$ cat src/rtl/id_operand_stage_pkg.sv
// Shared definitions for the ID operand stage: stall-cause encodings and
// the jal link offset.
package id_operand_stage_pkg;

  typedef enum logic [1:0] {
    CAUSE_RUN      = 2'd0,
    CAUSE_LU_STALL = 2'd1,
    CAUSE_MEM_WAIT = 2'd2
  } cause_e;

  // jal writes the return address past the delay slot
  localparam int unsigned LINK_OFFSET = 8;

endpackage

$ cat src/rtl/id_operand_stage_if.sv
// Bundle of the ID, EX, MEM and WB pipeline signals seen by the operand stage,
// plus the registered ID/EX latch outputs.
interface id_operand_stage_if #(
  parameter int DATA_W = 32,
  parameter int NREG   = 32,
  parameter int NRD    = 2,
  parameter int CNT_W  = 16
);
  localparam int AW = $clog2(NREG);

  logic                  id_valid;
  logic [DATA_W-1:0]     id_pc;
  logic [NRD*AW-1:0]     id_src;
  logic [NRD-1:0]        id_use;
  logic [AW-1:0]         id_dst;
  logic                  id_wen;
  logic                  id_load;
  logic                  id_link;

  logic [AW-1:0]         ex_rd;
  logic                  ex_wen;
  logic                  ex_load;
  logic [DATA_W-1:0]     ex_alu;

  logic [AW-1:0]         mem_rd;
  logic                  mem_wen;
  logic                  mem_load;
  logic [DATA_W-1:0]     mem_alu;
  logic [DATA_W-1:0]     mem_rdata;
  logic                  mem_rdata_vld;

  logic [AW-1:0]         wb_rd;
  logic                  wb_wen;
  logic [DATA_W-1:0]     wb_data;

  logic                  ex_flush;

  logic                  stall;
  logic [NRD*DATA_W-1:0] opnd_q;
  logic                  vld_q;
  logic [AW-1:0]         dst_q;
  logic                  wen_q;
  logic                  load_q;
  logic [1:0]            cause_q;
  logic [CNT_W-1:0]      stall_cnt;

  modport master (
    output id_valid, id_pc, id_src, id_use, id_dst, id_wen, id_load, id_link,
    output ex_rd, ex_wen, ex_load, ex_alu,
    output mem_rd, mem_wen, mem_load, mem_alu, mem_rdata, mem_rdata_vld,
    output wb_rd, wb_wen, wb_data, ex_flush,
    input  stall, opnd_q, vld_q, dst_q, wen_q, load_q, cause_q, stall_cnt
  );

  modport slave (
    input  id_valid, id_pc, id_src, id_use, id_dst, id_wen, id_load, id_link,
    input  ex_rd, ex_wen, ex_load, ex_alu,
    input  mem_rd, mem_wen, mem_load, mem_alu, mem_rdata, mem_rdata_vld,
    input  wb_rd, wb_wen, wb_data, ex_flush,
    output stall, opnd_q, vld_q, dst_q, wen_q, load_q, cause_q, stall_cnt
  );

endinterface

$ cat src/rtl/id_operand_stage_regfile_np.sv
// Architectural register file: NRD asynchronous read ports, one synchronous
// write port, r0 hard-wired to zero.
module regfile_np #(
  parameter int DATA_W = 32,
  parameter int NREG   = 32,
  parameter int NRD    = 2,
  parameter int AW     = $clog2(NREG)
) (
  input  logic                  clk,
  input  logic                  reset,
  input  logic                  wen,
  input  logic [AW-1:0]         waddr,
  input  logic [DATA_W-1:0]     wdata,
  input  logic [NRD*AW-1:0]     raddr,
  output logic [NRD*DATA_W-1:0] rdata
);

  logic [DATA_W-1:0] mem [NREG];

  always_ff @(posedge clk or negedge reset) begin
    if (!reset) begin
      for (int r = 0; r < NREG; r++) mem[r] <= '0;
    end else if (wen && waddr != '0) begin
      mem[waddr] <= wdata;
    end
  end

  for (genvar i = 0; i < NRD; i++) begin : g_rd
    logic [AW-1:0] ra;
    assign ra = raddr[i*AW +: AW];
    assign rdata[i*DATA_W +: DATA_W] = (ra == '0) ? '0 : mem[ra];
  end

endmodule

$ cat src/rtl/id_operand_stage.sv
// ID operand stage: register file read with EX/MEM/WB forwarding, load-use and
// load-data-wait stall generation, and the registered ID/EX operand latch.
module id_operand_stage
  import id_operand_stage_pkg::*;
#(
  parameter int DATA_W = 32,
  parameter int NREG   = 32,
  parameter int NRD    = 2,
  parameter int CNT_W  = 16
) (
  input  logic               clk,
  input  logic               reset,
  id_operand_stage_if.slave  bus
);

  localparam int AW = $clog2(NREG);

  logic [NRD*DATA_W-1:0] rf_rdata;
  logic [NRD*DATA_W-1:0] fwd_data;
  logic [NRD*DATA_W-1:0] opnd_d;
  logic [NRD-1:0]        lu_hit;
  logic [NRD-1:0]        mw_hit;
  logic [AW-1:0]         dst_d;
  logic                  wen_d;
  logic                  bubble;
  cause_e                cause_d;

  regfile_np #(
    .DATA_W (DATA_W),
    .NREG   (NREG),
    .NRD    (NRD),
    .AW     (AW)
  ) u_regfile (
    .clk   (clk),
    .reset (reset),
    .wen   (bus.wb_wen),
    .waddr (bus.wb_rd),
    .wdata (bus.wb_data),
    .raddr (bus.id_src),
    .rdata (rf_rdata)
  );

  for (genvar i = 0; i < NRD; i++) begin : g_port
    logic [AW-1:0]     src;
    logic              chk;
    logic [DATA_W-1:0] sel;

    assign src = bus.id_src[i*AW +: AW];
    assign chk = bus.id_valid && !bus.id_link && bus.id_use[i] && (src != '0);

    assign lu_hit[i] = chk && bus.ex_load && bus.ex_wen && (bus.ex_rd == src);
    assign mw_hit[i] = chk && bus.mem_load && bus.mem_wen && (bus.mem_rd == src)
                       && !bus.mem_rdata_vld;

    // A load in EX has no data yet, so it is skipped and the hazard stalls instead
    always_comb begin
      sel = rf_rdata[i*DATA_W +: DATA_W];
      if (src == '0) begin
        sel = '0;
      end else if (bus.ex_wen && bus.ex_rd == src && !bus.ex_load) begin
        sel = bus.ex_alu;
      end else if (bus.mem_wen && bus.mem_rd == src) begin
        sel = bus.mem_load ? bus.mem_rdata : bus.mem_alu;
      end else if (bus.wb_wen && bus.wb_rd == src) begin
        sel = bus.wb_data;
      end
    end

    assign fwd_data[i*DATA_W +: DATA_W] = sel;
  end

  assign bus.stall = (|lu_hit) || (|mw_hit);

  always_comb begin
    cause_d = CAUSE_RUN;
    if (|lu_hit) begin
      cause_d = CAUSE_LU_STALL;
    end else if (|mw_hit) begin
      cause_d = CAUSE_MEM_WAIT;
    end
  end

  always_comb begin
    opnd_d = fwd_data;
    dst_d  = bus.id_dst;
    wen_d  = bus.id_wen;
    if (bus.id_link) begin
      opnd_d             = '0;
      opnd_d[DATA_W-1:0] = bus.id_pc + DATA_W'(LINK_OFFSET);
      dst_d              = AW'(NREG - 1);
      wen_d              = 1'b1;
    end
  end

  assign bubble = bus.ex_flush || bus.stall || !bus.id_valid;

  always_ff @(posedge clk or negedge reset) begin
    if (!reset) begin
      bus.opnd_q <= '0;
      bus.vld_q  <= 1'b0;
      bus.dst_q  <= '0;
      bus.wen_q  <= 1'b0;
      bus.load_q <= 1'b0;
    end else if (bubble) begin
      bus.opnd_q <= '0;
      bus.vld_q  <= 1'b0;
      bus.dst_q  <= '0;
      bus.wen_q  <= 1'b0;
      bus.load_q <= 1'b0;
    end else begin
      bus.opnd_q <= opnd_d;
      bus.vld_q  <= 1'b1;
      bus.dst_q  <= dst_d;
      bus.wen_q  <= wen_d;
      bus.load_q <= bus.id_load;
    end
  end

  always_ff @(posedge clk or negedge reset) begin
    if (!reset) begin
      bus.cause_q   <= 2'd0;
      bus.stall_cnt <= '0;
    end else begin
      bus.cause_q <= cause_d;
      if (bus.stall && bus.stall_cnt != '1) begin
        bus.stall_cnt <= bus.stall_cnt + 1'b1;
      end
    end
  end

endmodule

$ cat src/flat_wrapper.sv
// flat-port wrapper written by rule: the top's interface ports become plain ports
module id_operand_stage_flat import id_operand_stage_pkg::*;
#(
  parameter int DATA_W = 32,
  parameter int NREG   = 32,
  parameter int NRD    = 2,
  parameter int CNT_W  = 16
)
  (clk, reset, bus_id_valid, bus_id_pc, bus_id_src, bus_id_use, bus_id_dst, bus_id_wen, bus_id_load, bus_id_link, bus_ex_rd, bus_ex_wen, bus_ex_load, bus_ex_alu, bus_mem_rd, bus_mem_wen, bus_mem_load, bus_mem_alu, bus_mem_rdata, bus_mem_rdata_vld, bus_wb_rd, bus_wb_wen, bus_wb_data, bus_ex_flush, bus_stall, bus_opnd_q, bus_vld_q, bus_dst_q, bus_wen_q, bus_load_q, bus_cause_q, bus_stall_cnt);
  id_operand_stage_if #(.DATA_W(DATA_W), .NREG(NREG), .NRD(NRD), .CNT_W(CNT_W)) bus_i ();
  input  logic clk;
  input  logic reset;
  input wire logic [$bits(bus_i.id_valid)-1:0] bus_id_valid;
  input wire logic [$bits(bus_i.id_pc)-1:0] bus_id_pc;
  input wire logic [$bits(bus_i.id_src)-1:0] bus_id_src;
  input wire logic [$bits(bus_i.id_use)-1:0] bus_id_use;
  input wire logic [$bits(bus_i.id_dst)-1:0] bus_id_dst;
  input wire logic [$bits(bus_i.id_wen)-1:0] bus_id_wen;
  input wire logic [$bits(bus_i.id_load)-1:0] bus_id_load;
  input wire logic [$bits(bus_i.id_link)-1:0] bus_id_link;
  input wire logic [$bits(bus_i.ex_rd)-1:0] bus_ex_rd;
  input wire logic [$bits(bus_i.ex_wen)-1:0] bus_ex_wen;
  input wire logic [$bits(bus_i.ex_load)-1:0] bus_ex_load;
  input wire logic [$bits(bus_i.ex_alu)-1:0] bus_ex_alu;
  input wire logic [$bits(bus_i.mem_rd)-1:0] bus_mem_rd;
  input wire logic [$bits(bus_i.mem_wen)-1:0] bus_mem_wen;
  input wire logic [$bits(bus_i.mem_load)-1:0] bus_mem_load;
  input wire logic [$bits(bus_i.mem_alu)-1:0] bus_mem_alu;
  input wire logic [$bits(bus_i.mem_rdata)-1:0] bus_mem_rdata;
  input wire logic [$bits(bus_i.mem_rdata_vld)-1:0] bus_mem_rdata_vld;
  input wire logic [$bits(bus_i.wb_rd)-1:0] bus_wb_rd;
  input wire logic [$bits(bus_i.wb_wen)-1:0] bus_wb_wen;
  input wire logic [$bits(bus_i.wb_data)-1:0] bus_wb_data;
  input wire logic [$bits(bus_i.ex_flush)-1:0] bus_ex_flush;
  output wire logic [$bits(bus_i.stall)-1:0] bus_stall;
  output wire logic [$bits(bus_i.opnd_q)-1:0] bus_opnd_q;
  output wire logic [$bits(bus_i.vld_q)-1:0] bus_vld_q;
  output wire logic [$bits(bus_i.dst_q)-1:0] bus_dst_q;
  output wire logic [$bits(bus_i.wen_q)-1:0] bus_wen_q;
  output wire logic [$bits(bus_i.load_q)-1:0] bus_load_q;
  output wire logic [$bits(bus_i.cause_q)-1:0] bus_cause_q;
  output wire logic [$bits(bus_i.stall_cnt)-1:0] bus_stall_cnt;
  assign bus_i.id_valid = bus_id_valid;
  assign bus_i.id_pc = bus_id_pc;
  assign bus_i.id_src = bus_id_src;
  assign bus_i.id_use = bus_id_use;
  assign bus_i.id_dst = bus_id_dst;
  assign bus_i.id_wen = bus_id_wen;
  assign bus_i.id_load = bus_id_load;
  assign bus_i.id_link = bus_id_link;
  assign bus_i.ex_rd = bus_ex_rd;
  assign bus_i.ex_wen = bus_ex_wen;
  assign bus_i.ex_load = bus_ex_load;
  assign bus_i.ex_alu = bus_ex_alu;
  assign bus_i.mem_rd = bus_mem_rd;
  assign bus_i.mem_wen = bus_mem_wen;
  assign bus_i.mem_load = bus_mem_load;
  assign bus_i.mem_alu = bus_mem_alu;
  assign bus_i.mem_rdata = bus_mem_rdata;
  assign bus_i.mem_rdata_vld = bus_mem_rdata_vld;
  assign bus_i.wb_rd = bus_wb_rd;
  assign bus_i.wb_wen = bus_wb_wen;
  assign bus_i.wb_data = bus_wb_data;
  assign bus_i.ex_flush = bus_ex_flush;
  assign bus_stall = bus_i.stall;
  assign bus_opnd_q = bus_i.opnd_q;
  assign bus_vld_q = bus_i.vld_q;
  assign bus_dst_q = bus_i.dst_q;
  assign bus_wen_q = bus_i.wen_q;
  assign bus_load_q = bus_i.load_q;
  assign bus_cause_q = bus_i.cause_q;
  assign bus_stall_cnt = bus_i.stall_cnt;
  id_operand_stage #(.DATA_W(DATA_W), .NREG(NREG), .NRD(NRD), .CNT_W(CNT_W)) u_core (.clk(clk), .reset(reset), .bus(bus_i));
endmodule
$ cat config.mk
export PLATFORM = sky130hd
export DESIGN_NAME = id_operand_stage_flat
export DESIGN_NICKNAME = d
export VERILOG_FILES = /design/src/rtl/id_operand_stage_pkg.sv /design/src/rtl/id_operand_stage_if.sv /design/src/rtl/id_operand_stage_regfile_np.sv /design/src/rtl/id_operand_stage.sv /design/src/flat_wrapper.sv
export SDC_FILE = /design/constraint.sdc
export NUM_CORES = 2
export LEC_CHECK = 0
export BUFFER_PORTS_ARGS = -buffer_cell sky130_fd_sc_hd__buf_2
export CAP_MARGIN = 20
export CORE_MARGIN = 2
export CORE_UTILIZATION = 60
export CTS_CLUSTER_DIAMETER = 120
export DETAILED_ROUTE_END_ITERATION = 7
export PLACE_DENSITY = 0.78
export REMOVE_ABC_BUFFERS = 1
export SLEW_MARGIN = 20
export SYNTH_ARGS = -nofsm -noshare
export SYNTH_HDL_FRONTEND = slang
export SYNTH_SLANG_ARGS = --single-unit
$ cat constraint.sdc
create_clock -name clk -period 3 [get_ports clk]
set_input_delay 0.75 -clock clk [delete_from_list [all_inputs] [get_ports clk]]
set_output_delay 0.75 -clock clk [all_outputs]
set_load 0.1 [all_outputs]
* Word-level counts from Yosys, hierarchy flattened
Index checks and enable logic that the tools add are counted.
** Operators by class
- Add/sub/neg operators :: 2
- Eq/ne operators :: 7
- $lt $le $gt $ge :: 4
- Multiplexer cells :: 28
- Reduce and logical (&&, ||, !) cells :: 44
- Div/mod/pow operators :: 0
- Bitwise gates (word level) :: 3
- Multiply operators :: 0
- Shift-type cells :: 0
** Operators with widths (number)
- 1024-bit bitwise mux :: 1
- 32-bit two-way mux :: 14
- 32-bit binary-select mux with 5-bit select :: 2
- 32-bit demux with 5-bit select :: 1
- 64-bit two-way mux :: 2
- 32-bit by 4-bit adder with 32-bit output, second input constant :: 1
- 5-bit == test :: 6
- 1-bit logical AND :: 30
- 6-bit >= comparator, second input constant :: 3
- 5-bit inverter with 6-bit output :: 3
- 16-bit by 1-bit adder with 16-bit output, second input constant :: 1
- 16-bit != test, second input constant :: 1
- 5-bit nonzero test :: 3
- 5-bit logical NOT :: 2
- 5-bit two-way mux :: 2
- 6-bit by 1-bit < comparator with 1-bit output, second input constant :: 1
- 1-bit logical NOT :: 4
- 1-bit two-way mux :: 4
- 2-bit two-way mux :: 2
- 2-bit OR reduction :: 2
- 1-bit logical OR :: 3
** Word-level totals
- Latch bits :: 0
- Memory bits (writable) :: 0
- Bits in read-only memories :: 0
- Output and inout bits :: 91
- Register bits after elaboration :: 1114
- Input bits :: 205
- Memories :: 0

* Logic depth before layout (Yosys ltp)
- Depth after elaboration :: 13
- Mapped depth :: 12

* Hierarchy
Synthesis repeated with hierarchy kept, for this count alone.
** Unflattened totals
- Cell total of the unflattened synthesis :: 4410
- Area total of the unflattened synthesis :: 60793.3 µm²
** By module, submodules not included
- regfile_np :: sequential area each 25624.6 µm², times used 1, area an instance 54394.7 µm², cells each 3667
- id_operand_stage :: sequential area each 2252.2 µm², times used 1, area an instance 6398.6 µm², cells each 743

* Worst setup path after synthesis
Ideal clock, no wire load.
- Kind :: input to output
- Start :: in bus_id_src[4]
- End :: out bus_stall
- Arrival time :: 2466 ps
- Stages on the path :: 7
- Path slack :: -216 ps
- Required time :: 2250 ps
- Cells stage by stage :: buf_2 -> xor2_1 -> nor4_1 -> nand4_1 -> a21oi_1 -> nor2_1 -> inv_1
** Between the ends
- Word-level cells in the longest chain between the ends :: 8
- Elaborated cells on any way between the ends :: 14
- Those cells by class :: eq/ne (2); reduce/logical (12)
** RTL lines
- start, declared :: line flat_wrapper.sv:15 : input wire logic [$bits(bus_i.id_src)-1:0] bus_id_src;
- 5-bit nonzero test :: line id_operand_stage.sv:49 : assign chk = bus.id_valid && !bus.id_link && bus.id_use[i] && (src != '0);
- 1-bit logical AND :: line id_operand_stage.sv:49
- 1-bit logical AND (3 in series) :: line id_operand_stage.sv:52 : assign mw_hit[i] = chk && bus.mem_load && bus.mem_wen && (bus.mem_rd == src)
- 1-bit logical AND :: line id_operand_stage.sv:53 : && !bus.mem_rdata_vld;
- 2-bit OR reduction :: line id_operand_stage.sv:72 : assign bus.stall = (|lu_hit) || (|mw_hit);
- 1-bit logical OR (*) :: line id_operand_stage.sv:72
- end, declared :: line flat_wrapper.sv:35 : output wire logic [$bits(bus_i.stall)-1:0] bus_stall;
Mark *: on every way between the ends. The rest lies on a longest branch, timed or not.

* Final worst setup path
- Start :: in bus_ex_rd[4]
- End :: out bus_stall
** Between the ends
- Word-level cells in the longest chain between the ends :: 4
- Elaborated cells on any way between the ends :: 6
- Those cells by class :: eq/ne (2); reduce/logical (4)
** RTL lines
- start, declared :: line flat_wrapper.sv:21 : input wire logic [$bits(bus_i.ex_rd)-1:0] bus_ex_rd;
- 5-bit == test :: line id_operand_stage.sv:51 : assign lu_hit[i] = chk && bus.ex_load && bus.ex_wen && (bus.ex_rd == src);
- 1-bit logical AND :: line id_operand_stage.sv:51
- 2-bit OR reduction (*) :: line id_operand_stage.sv:72
- 1-bit logical OR (*) :: line id_operand_stage.sv:72
Marked as above.

==> summary.txt <==
Detailed routing
  – DRC viols: 0
  – Routed via count: around 45000
  – ANT nets after route: 0
  – Final wirelength: 219.4 mm
  – Drt pass-1 iters: 8
  – Drt via density: 7.425
  – DRT iter0 DRCs: 6159
  – DR WL/cell: 35.92 µm

STA
  – Final Max Tran Viols: 0
  – Max Freq: about 330 MHz
  – Post-Route Skew: ~0.032 ns
  – Final cycle utilization of the critical path: 100.5%
  – RSZ-0062 raised after global routing: true
  – Setup ws final: -0.01505 ns
  – Hold Worst Slack: 0.2150 ns
  – Crit path time final: 3.015 ns
  – Final hold violations: 0
  – Worst Max-Slew Pin Slew: around 0.9 ns
  – Slew headroom: 39.63%
  – Setup violators final: 1

Synthesis
  – Main flop type after synthesis: dfrtp_1
  – Register area share after synthesis: a little under half
  – Ranking of synthesized cells by area: dfrtp_1 (46%), mux2_2 (19%), mux4_2 (16%)
  – Synth async-reset ratio: 100.0%
  – Area fraction of the dominant cell type after synthesis: between 40 and 50%
  – Cells after Synth: 4271
  – Syn Area/Cell: 14.10 µm²
  – Leading area contributor after synthesis: dfrtp_1
  – Yosys warning count: 0
  – Post-synthesis cell type count: 65
  – Post-synth EDFFs: 0
  – Mapped Area: 60230 µm²
  – Seq cells post-synth: 1114

CTS
  – Clk_lat worst skew: between 0.7 and 0.8 ns
  – CTS buffer count: 116
  – Clock transition at path regs: 0.06 ns
  – H-tree Lvls: 3
  – CTS Root Cell: clkbuf_16
  – Clk sinks: 1114
  – CTS tree: built
  – CTS Buffer Depth: 3

Placed design
  – IO buf count: 295
  – Placed cells: 5869
  – GP Congestion: slightly below 1
  – DP HPWL: 143.1 mm
  – Dpl ws: -0.6287 ns
  – Area of placed instances: around 66000 µm²

Worst setup path
  – CP Buf/Inv Count: 3
  – Worst-path fanout max: 2
  – R2R setup slack: 0.47 ns
  – Top delay family on crit path: simple AND/OR/NAND/NOR gates
  – Crit-path slowest cell: nor4_2
  – Slowest Stage Delay on Critical Path: 0.34 ns
  – Startpoint Class: input pin
  – Crit Path Category: input pin to primary output
  – CP required: 2.25 ns
  – Crit path capture type: primary output
  – Crit-path cells: buf_2 -> xor2_1 -> nor4_2 -> nand4_1 -> a21oi_2 -> nor2_4 -> inv_2 -> buf_12
  – Crit path DAT: 2.27 ns

Die
  – Placeable Area: roughly 100000 µm²
  – Initial core utilization: between 60% and 70%
  – Die width: 320.8 µm
  – Die Y: 320.8 µm
  – # IOs: 296
  – Rows: 116
  – Die ar.: around 100000 µm²

Final layout
  – Design area: between 70000 and 80000 µm²
  – Layout cell share with drive strength beyond 1: 52.45%
  – Non-filler cells in the finished layout: 6108
  – Final nets: approximately 4900
  – Fillers: 6515
  – Fin util: 70.82%
  – Area Overhead vs Synth: 17.41%

Power and ir drop
  – PD cells: 643.9 nW/µm²
  – Lkg Pwr: 31.54 nW
  – Peak VDD IR: 0.0005830 V

Hold path
  – Worst Hold Class: input pin to flip-flop

Run status
  – Outcome: finished with violations
  – Failing checks: setup timing

Flow run
  – Maxcap violations: 0

Global route
  – Grt ovf: 0
  – Vias in the first global route: 45590
  – GRT Util Overall: 42.86%
  – Initial antenna violation count: 13
  – First-pass GRT wire length: between 300 and 400 mm
  – Largest net degree at the start of global routing: 98
repair_timing:
item	4_1_cts	5_1_grt
resized for setup	13	13
pin swaps	8	8
hold buffers	1	0
setup endpoints to repair	1	2
buffers inserted	11	3
hold endpoints to repair	17	0
through the flow:
| stage | power [mW] | setup TNS [ns] |
|---|---|---|
| after floorplan | 25.38 | -47.42 |
| after global placement | 28.80 | -22.96 |
| after detailed placement | 29.30 | -23.78 |
| after CTS | 45.21 | 0 |
| after global routing | 46.91 | -0.06314 |
| final | 45.53 | -0.01505 |
worst reg2reg max path: cells and delay by family, from the launching register on:
kind	cells	cell delay, ns
AOI/OAI and AO/OA	1	0.92
xor gates and xnor gates	1	0.13
buffers and inverters	1	0.25
DFF	1	0.40
and+or+nand+nor	4	0.72
registers in the layout (all words and copies together), names as in the netlist:
name / flops
u_core.u_regfile.mem: 1024
u_core.bus.dst_q: 5
u_core.bus.load_q: 1
u_core.bus.vld_q: 1
u_core.bus.stall_cnt: 16
u_core.bus.cause_q: 2
u_core.bus.wen_q: 1
u_core.bus.opnd_q: 64
cell type report:
cell class / instances / area [µm²] / share of cell area [%]
clock buffer: 169 / 3476 / 4.915
clock inverter: 50 / 774.5 / 1.095
multi-input combinational: 2682 / 30390 / 42.97
timing repair buffer: 776 / 6513 / 9.209
sequential: 1114 / 27880 / 39.42
inverter: 12 / 47.55 / 0.06724
antenna: 7 / 17.52 / 0.02477
tap: 1298 / 1624 / 2.297
synth_stat cells, types with 19 or more instances:
cell,count
nor2_1,85
a21oi_1,98
xor2_1,41
a211oi_1,34
buf_1,61
a22o_1,21
nor4_1,21
buf_4,54
dfrtp_1,1114
mux2i_1,242
xnor2_1,30
mux4_2,436
a22oi_1,59
nand2_1,102
o21ai_0,55
o221ai_1,41
clkbuf_1,262
nor3_1,46
buf_6,19
o22ai_1,93
o32ai_1,20
buf_2,61
nand3_1,49
mux2_2,1029
layout by cell type, fill, tap and decap left out, types with 34 or more instances in the layout:
cell       netlist  routed
xor2_1          41      39
a211oi_1        34      34
clkbuf_16        0     119
dfrtp_1       1114    1114
mux2i_1        242     242
o21ai_0         55      55
buf_2           61     282
buf_12           1     106
mux4_2         436     436
o221ai_1        41      41
nand2_1        102      87
a21oi_1         98      97
nor3_1          46      44
nor2_1          85      63
o22ai_1         93      92
mux2_2        1029    1029
nand3_1         49      45
buf_4           54     377
a22oi_1         59      59
kinds of logic (layout without fill, tap and decap cells):
family	Yosys count	count (layout)	synth area share, %
and+or+nand+nor	391	391	3.156
other	0	7	0
buffers and inverters	475	1007	3.735
AOI/OAI and AO/OA	501	501	5.756
DFF	1114	1114	46.28
adders and majority gates	2	2	0.04154
xor gates and xnor gates	71	71	1.032
muxes	1717	1717	39.99
routing by layer:
layer  vias to the layer above  wire length [µm]  global-route usage [%]
met3                       926             33250                   17.72
met2                      3540             93310                   60.98
met4                        22             15070                   23.67
li1                      17370                 -                       -
met1                     23500             77590                   56.02
met5                         -               187                       0
power by group:
part | switching, mW | internal (mW)
Clock | 6.40 | 9.64
Sequential | 2.12 | 17.7
Combinational | 4.30 | 5.37
worst paths after layout:
kind | startpoint | endpoint | cells past startpoint
min in group asynchronous | reset | u_core.u_regfile.mem[751]$_DFFE_PN0P_ | 2
min reg2reg | u_core.u_regfile.mem[1012]$_DFFE_PN0P_ | u_core.u_regfile.mem[1012]$_DFFE_PN0P_ | 0
max in group asynchronous | reset | u_core.u_regfile.mem[754]$_DFFE_PN0P_ | 3
max | bus_ex_rd[4] | bus_stall | 8
max reg2reg | u_core.bus.stall_cnt[3]$_DFFE_PN0P_ | u_core.bus.stall_cnt[4]$_DFFE_PN0P_ | 7
min | bus_id_dst[2] | u_core.bus.dst_q[2]$_DFF_PN0_ | 3
(Power assumes the default switching activity.)
